File: config.mk
export PLATFORM = sky130hd
export DESIGN_NAME = match_controller
export DESIGN_NICKNAME = d
export VERILOG_FILES = /design/src/rtl/match_pkg.sv /design/src/rtl/match_controller_frame_tick_gen.sv /design/src/rtl/match_controller.sv
export SDC_FILE = /design/constraint.sdc
export NUM_CORES = 1
export LEC_CHECK = 0
export ABC_CLOCK_PERIOD_IN_PS = 4200
export CAP_MARGIN = 0
export CORE_MARGIN = 2
export CORE_UTILIZATION = 50
export CTS_BUF_LIST = sky130_fd_sc_hd__clkbuf_16
export DETAILED_ROUTE_END_ITERATION = 8
export DONT_BUFFER_PORTS = 1
export GPL_TIMING_DRIVEN = 1
export PLACE_DENSITY_LB_ADDON = 0.05
export SYNTH_ARGS = -nofsm -noshare
export SYNTH_HDL_FRONTEND = slang
export SYNTH_SLANG_ARGS = --single-unit
File: constraint.sdc
create_clock -name clk -period 4.2 [get_ports clk]
set_input_delay 0.84 -clock clk [delete_from_list [all_inputs] [get_ports clk]]
set_output_delay 0.84 -clock clk [all_outputs]
set_load 0.01 [all_outputs]
File: src/rtl/match_pkg.sv
// Shared state codes, winner codes, default frame constants and win rule for the match sequencer.
// Build option MATCH_DEUCE_EN: when defined, a win also needs a 2-point lead, unless a score reaches 15.
package match_pkg;

    localparam logic [2:0] ST_IDLE       = 3'd0;
    localparam logic [2:0] ST_SERVE      = 3'd1;
    localparam logic [2:0] ST_RALLY      = 3'd2;
    localparam logic [2:0] ST_POINT      = 3'd3;
    localparam logic [2:0] ST_PAUSE      = 3'd4;
    localparam logic [2:0] ST_MATCH_OVER = 3'd5;

    localparam logic [1:0] WIN_NONE = 2'd0;
    localparam logic [1:0] WIN_P1   = 2'd1;
    localparam logic [1:0] WIN_P2   = 2'd2;

    localparam int FRAME_DIV_DEF         = 1666667;
    localparam int SERVE_HOLD_FRAMES_DEF = 60;
    localparam int POINT_HOLD_FRAMES_DEF = 90;
    localparam int WIN_SCORE_DEF         = 7;

    function automatic logic [3:0] sat_inc(input logic [3:0] s);
        return (s == 4'hF) ? s : s + 4'd1;
    endfunction

    // True when 'me' has won against 'other' under the build's win rule.
    function automatic logic has_won(input logic [3:0] me, input logic [3:0] other,
                                     input logic [3:0] target);
`ifdef MATCH_DEUCE_EN
        return (me == 4'hF) || ((me >= target) && ({1'b0, me} >= ({1'b0, other} + 5'd2)));
`else
        return me >= target;
`endif
    endfunction

endpackage

File: src/rtl/match_controller_frame_tick_gen.sv
// Free-running frame divider: counts 0..FRAME_DIV-1, registered one-cycle tick after the wrap point.
// Latency: tick is high the cycle after the counter hits FRAME_DIV-1; no backpressure, never stalls.
module frame_tick_gen #(
    parameter int FRAME_DIV = 1666667
) (
    input  logic clk,
    input  logic rst_n,
    output logic tick
);
    localparam int CW = (FRAME_DIV > 1) ? $clog2(FRAME_DIV) : 1;
    localparam logic [CW-1:0] LAST = CW'(FRAME_DIV - 1);

    logic [CW-1:0] cnt;

    always_ff @(posedge clk or negedge rst_n) begin
        if (!rst_n) begin
            cnt  <= '0;
            tick <= 1'b0;
        end else begin
            tick <= (cnt == LAST);
            cnt  <= (cnt == LAST) ? '0 : cnt + CW'(1);
        end
    end

endmodule

File: src/rtl/match_controller.sv
// Match sequencer: frame tick, phase-gated physics enable, scoring, serve/point holds, pause, winner.
// Latency: phys_en/input_enable are combinational from registers; no backpressure. Option: MATCH_DEUCE_EN.
module match_controller
    import match_pkg::*;
#(
    parameter int FRAME_DIV         = FRAME_DIV_DEF,
    parameter int SERVE_HOLD_FRAMES = SERVE_HOLD_FRAMES_DEF,
    parameter int POINT_HOLD_FRAMES = POINT_HOLD_FRAMES_DEF,
    parameter int WIN_SCORE         = WIN_SCORE_DEF
) (
    input  logic       clk,
    input  logic       rst_n,
    input  logic       start_pulse,
    input  logic       pause_pulse,
    input  logic       phys_game_over,
    input  logic [1:0] phys_winner,
    output logic       phys_en,
    output logic       input_enable,
    output logic       frame_tick,
    output logic [3:0] p1_score,
    output logic [3:0] p2_score,
    output logic [2:0] state,
    output logic [1:0] match_winner
);
    localparam int HOLD_MAX = (SERVE_HOLD_FRAMES > POINT_HOLD_FRAMES) ? SERVE_HOLD_FRAMES : POINT_HOLD_FRAMES;
    localparam int HW = (HOLD_MAX > 1) ? $clog2(HOLD_MAX) : 1;
    localparam logic [HW-1:0] SERVE_LAST = HW'(SERVE_HOLD_FRAMES - 1);
    localparam logic [HW-1:0] POINT_LAST = HW'(POINT_HOLD_FRAMES - 1);
    localparam logic [3:0]    TARGET     = 4'(WIN_SCORE);

    logic [HW-1:0] hold_cnt;
    logic          flush_pending;
    logic [2:0]    saved_state;

    frame_tick_gen #(.FRAME_DIV(FRAME_DIV)) u_tick (
        .clk   (clk),
        .rst_n (rst_n),
        .tick  (frame_tick)
    );

    assign phys_en      = frame_tick && ((state == ST_RALLY) || ((state == ST_POINT) && flush_pending));
    assign input_enable = (state == ST_RALLY);

    always_ff @(posedge clk or negedge rst_n) begin
        if (!rst_n) begin
            state         <= ST_IDLE;
            saved_state   <= ST_IDLE;
            hold_cnt      <= '0;
            flush_pending <= 1'b0;
            p1_score      <= 4'd0;
            p2_score      <= 4'd0;
            match_winner  <= WIN_NONE;
        end else begin
            case (state)
                ST_IDLE, ST_MATCH_OVER: begin
                    if (start_pulse) begin
                        state        <= ST_SERVE;
                        hold_cnt     <= '0;
                        p1_score     <= 4'd0;
                        p2_score     <= 4'd0;
                        match_winner <= WIN_NONE;
                    end
                end
                ST_SERVE: begin
                    // A pause landing on a tick freezes the count before that tick is taken.
                    if (pause_pulse) begin
                        saved_state <= ST_SERVE;
                        state       <= ST_PAUSE;
                    end else if (frame_tick) begin
                        if (hold_cnt == SERVE_LAST) begin
                            hold_cnt <= '0;
                            state    <= ST_RALLY;
                        end else begin
                            hold_cnt <= hold_cnt + HW'(1);
                        end
                    end
                end
                ST_RALLY: begin
                    if (phys_game_over) begin
                        state         <= ST_POINT;
                        flush_pending <= 1'b1;
                        hold_cnt      <= '0;
                        if (phys_winner == WIN_P1)
                            p1_score <= sat_inc(p1_score);
                        else if (phys_winner == WIN_P2)
                            p2_score <= sat_inc(p2_score);
                    end else if (pause_pulse) begin
                        saved_state <= ST_RALLY;
                        state       <= ST_PAUSE;
                    end
                end
                ST_POINT: begin
                    if (frame_tick) begin
                        flush_pending <= 1'b0;
                        if (hold_cnt == POINT_LAST) begin
                            hold_cnt <= '0;
                            if (has_won(p1_score, p2_score, TARGET)) begin
                                match_winner <= WIN_P1;
                                state        <= ST_MATCH_OVER;
                            end else if (has_won(p2_score, p1_score, TARGET)) begin
                                match_winner <= WIN_P2;
                                state        <= ST_MATCH_OVER;
                            end else begin
                                state <= ST_SERVE;
                            end
                        end else begin
                            hold_cnt <= hold_cnt + HW'(1);
                        end
                    end
                end
                ST_PAUSE: begin
                    if (pause_pulse)
                        state <= saved_state;
                end
                default: state <= ST_IDLE;
            endcase
        end
    end

endmodule

==> flow_summary.ini <==
[die]
rows = 26
initial_utilization_pct = 51.6
num_io_pins = 23
core_mm2 = 0.00511
die_y_um = 76.6
die_x_um = 76.6
die-area_mm2 = 0.00587

[yosys]
synth-seq-cells = 45
synthArstFlopShare_pct = 100
ys_seq_area_share_pct = 42.7
ys_types = 56
synthSimpleGateAreaFrac_pct = 28.0
synth_enable_flop_cells = 0
avgSynthCellArea_um2 = 9.65
synthFlopType = dfrtp_1
synth_compound_area_share_pct = 15.0
synth_xor_area_share_pct = 5.65
syn_area_mm2 = 0.00264
synthAdderAreaFrac_pct = 2.85
synthMuxAreaShare_pct = 2.09
synthCells = 273
yosysWarnings = 0
synth_top_family_by_area = simple AND/OR/NAND/NOR gates
synth_fp_nets = 286

[sta]
max_clock_freq_mhz = 382
timing.slew.headroom_pct = 39.8
rsz0062_at_grt = false
worstMarginPinSlew_ps = 903
clock_skew_ps = 3.87
finalSetupViolCount = 0
period_share_pct = 62.3
drv_slew = 0
holdWs_ps = 245
fin_tns_setup_ps = 0
finalHoldViolCount = 0
min_period_ps = 2610

[global_route]
grt_pass1_vias = 1883
grt_use_total_pct = 19.1
antenna_found_initial = 0
grt_max_degree = 46
grt_overflow = 0
grt_pass1_wl_um = 9030

[status]
outcome = completed

[drt]
vias = 1941
drt-total-wl_um = 5200
post_drt_via_cell_ratio = 5.64
routedWlPerCell_um = 15.1
drtIter0Drc = 82
first_pass_iters = 5
drtAntennaViolNets = 0
drc = 0

[critical_path]
cp_cell_sequence = and2b_4, nand2_1, a21oi_1
crit_type = flip-flop to output port
cp_slowest_cell = dfrtp_1
critPathMaxStageDelay_ps = 800
reg2reg_slack_ps = 2040
path_max_fanout = 21
crit_arrival_ps = 1770
crit_required_ps = 3360
cp-start-kind = flip-flop
cp-end-kind = output port

[clocking]
cts_hold_buf = 0
worstSkewPairLatency_ps = 280
numCtsBuffers = 5
cts_tree = built
numClockSinks = 45
cts-resized-gates = 0
clk_path_buf_depth = 2
root_buffer = clkbuf_16
clk_pin_slew_ps = 60
postCtsSetupRepairBufs = 0
htreeDepth = 2

[final_layout]
layout-drive-gt1-share_pct = 10.2
antennaDiodeCount = 0
fin_nets = 286
stdcell_count = 344
syn2layout_area_growth_pct = 6.32

[job]
drv_cap = 0

[placement]
io_buffer_count = 0
hpwl_um = 3590
dp.cells = 336
place_congestion = 0.765

[pwr]
peakVddDrop_mv = 0.223
p_leak_uw = 0.00124
power_per_cell_area_mw_per_mm2 = 493

[worst_hold_path]
hold_path.class = input pin to asynchronous set/reset pin
==> final cells by class <==
class / instances / area, um^2
Multi-Input combinational cell: 212 / 1410
Tap cell: 70 / 87.6
Inverter: 9 / 33.8
Clock inverter: 3 / 17.5
Clock buffer: 5 / 125
Fill cell: 473 / 2310
Sequential cell: 45 / 1130
==> critical path: cells and delay by family, from the launching register on <==
kind	cells	cell delay, ps
AOI/OAI and AO/OA	1	310
DFF	1	800
and+or+nand+nor	2	380
==> worst paths after layout <==
kind / start / end / depth (start not counted)
max: state[1]$_DFFE_PN0P_ / phys_en / 3
max reg2reg: state[0]$_DFFE_PN0P_ / hold_cnt[4]$_DFFE_PN0P_ / 5
max in group asynchronous: rst_n / p2_score[3]$_DFFE_PN0P_ / 0
min in group clk: u_tick.cnt[20]$_DFF_PN0_ / u_tick.cnt[20]$_DFF_PN0_ / 1
min: rst_n / saved_state[1]$_DFFE_PN0P_ / 0
min reg2reg: u_tick.cnt[20]$_DFF_PN0_ / u_tick.cnt[20]$_DFF_PN0_ / 1
==> layer usage <==
layer,wire (um),global-route usage [%]
met1,2630,26.7
met2,2180,27.9
met3,315,6.16
met4,76,7.09
met5,0,0
==> cells in the mapped netlist, types with 3 or more instances <==
library cell	count	area (um^2)
mux2_1	3	33.8
nand4_1	6	37.5
o21ai_1	9	45.0
o21ai_0	9	45.0
nand2b_1	6	37.5
xor2_1	7	61.3
inv_1	9	33.8
nand2_1	25	93.8
nor2_1	32	120
xnor2_1	10	87.6
a31oi_1	5	31.3
ha_1	6	75.1
dfrtp_1	45	1130
a21oi_1	14	70.1
and3_1	9	56.3
nand3b_1	6	45.0
nor3_2	3	30.0
a22o_1	5	43.8
nand3_1	7	35.0
nor3_1	6	30.0
o22a_1	3	26.3
buf_4	3	22.5
a21o_1	4	30.0
==> sequential cells by signal (all words and copies together) (netlist names) <==
| register | count |
|---|---|
| state | 3 |
| hold_cnt | 7 |
| p1_score | 4 |
| match_winner | 2 |
| flush_pending | 1 |
| u_tick.tick | 1 |
| p2_score | 4 |
| saved_state | 2 |
| u_tick.cnt | 21 |
==> through the flow <==
stage	total power (uW)	setup slack, ps	util (%)	area (um^2)
2_1_floorplan	961	2270	-	2640
6_report	1380	1590	54.9	2800
3_5_place_dp	1000	1900	52.1	2660
3_3_place_gp	1000	1890	52.1	2660
5_1_grt	1470	1470	54.9	2800
4_1_cts	1390	1570	54.9	2800
==> placed cells by master, fill, tap and decap left out, types with 7 or more instances in the layout <==
master | netlist | final
a21oi_1 | 14 | 14
and3_1 | 9 | 9
dfrtp_1 | 45 | 45
inv_1 | 9 | 9
nand2_1 | 25 | 25
nand3_1 | 7 | 7
nor2_1 | 32 | 32
o21ai_0 | 9 | 9
o21ai_1 | 9 | 9
xnor2_1 | 10 | 10
xor2_1 | 7 | 7
==> cells by family (layout without fill, tap and decap cells) <==
group                    Yosys count  count (layout)
AND/OR/NAND/NOR                  127             127
AO/OA/AOI/OAI                     57              57
flip-flops                        45              45
XOR/XNOR                          17              17
buffers and inverters             16              17
adder cells (fa/ha/maj)            6               6
multiplexers                       5               5
==> report_power, final <==
group	leakage, uW	switching, uW	internal [uW]
Sequential	0.000597	120	470
Clock	0.0000712	168	218
Combinational	0.000574	216	189
Total	0.00124	504	878
No activity file was read; power rests on OpenSTA's default activity.
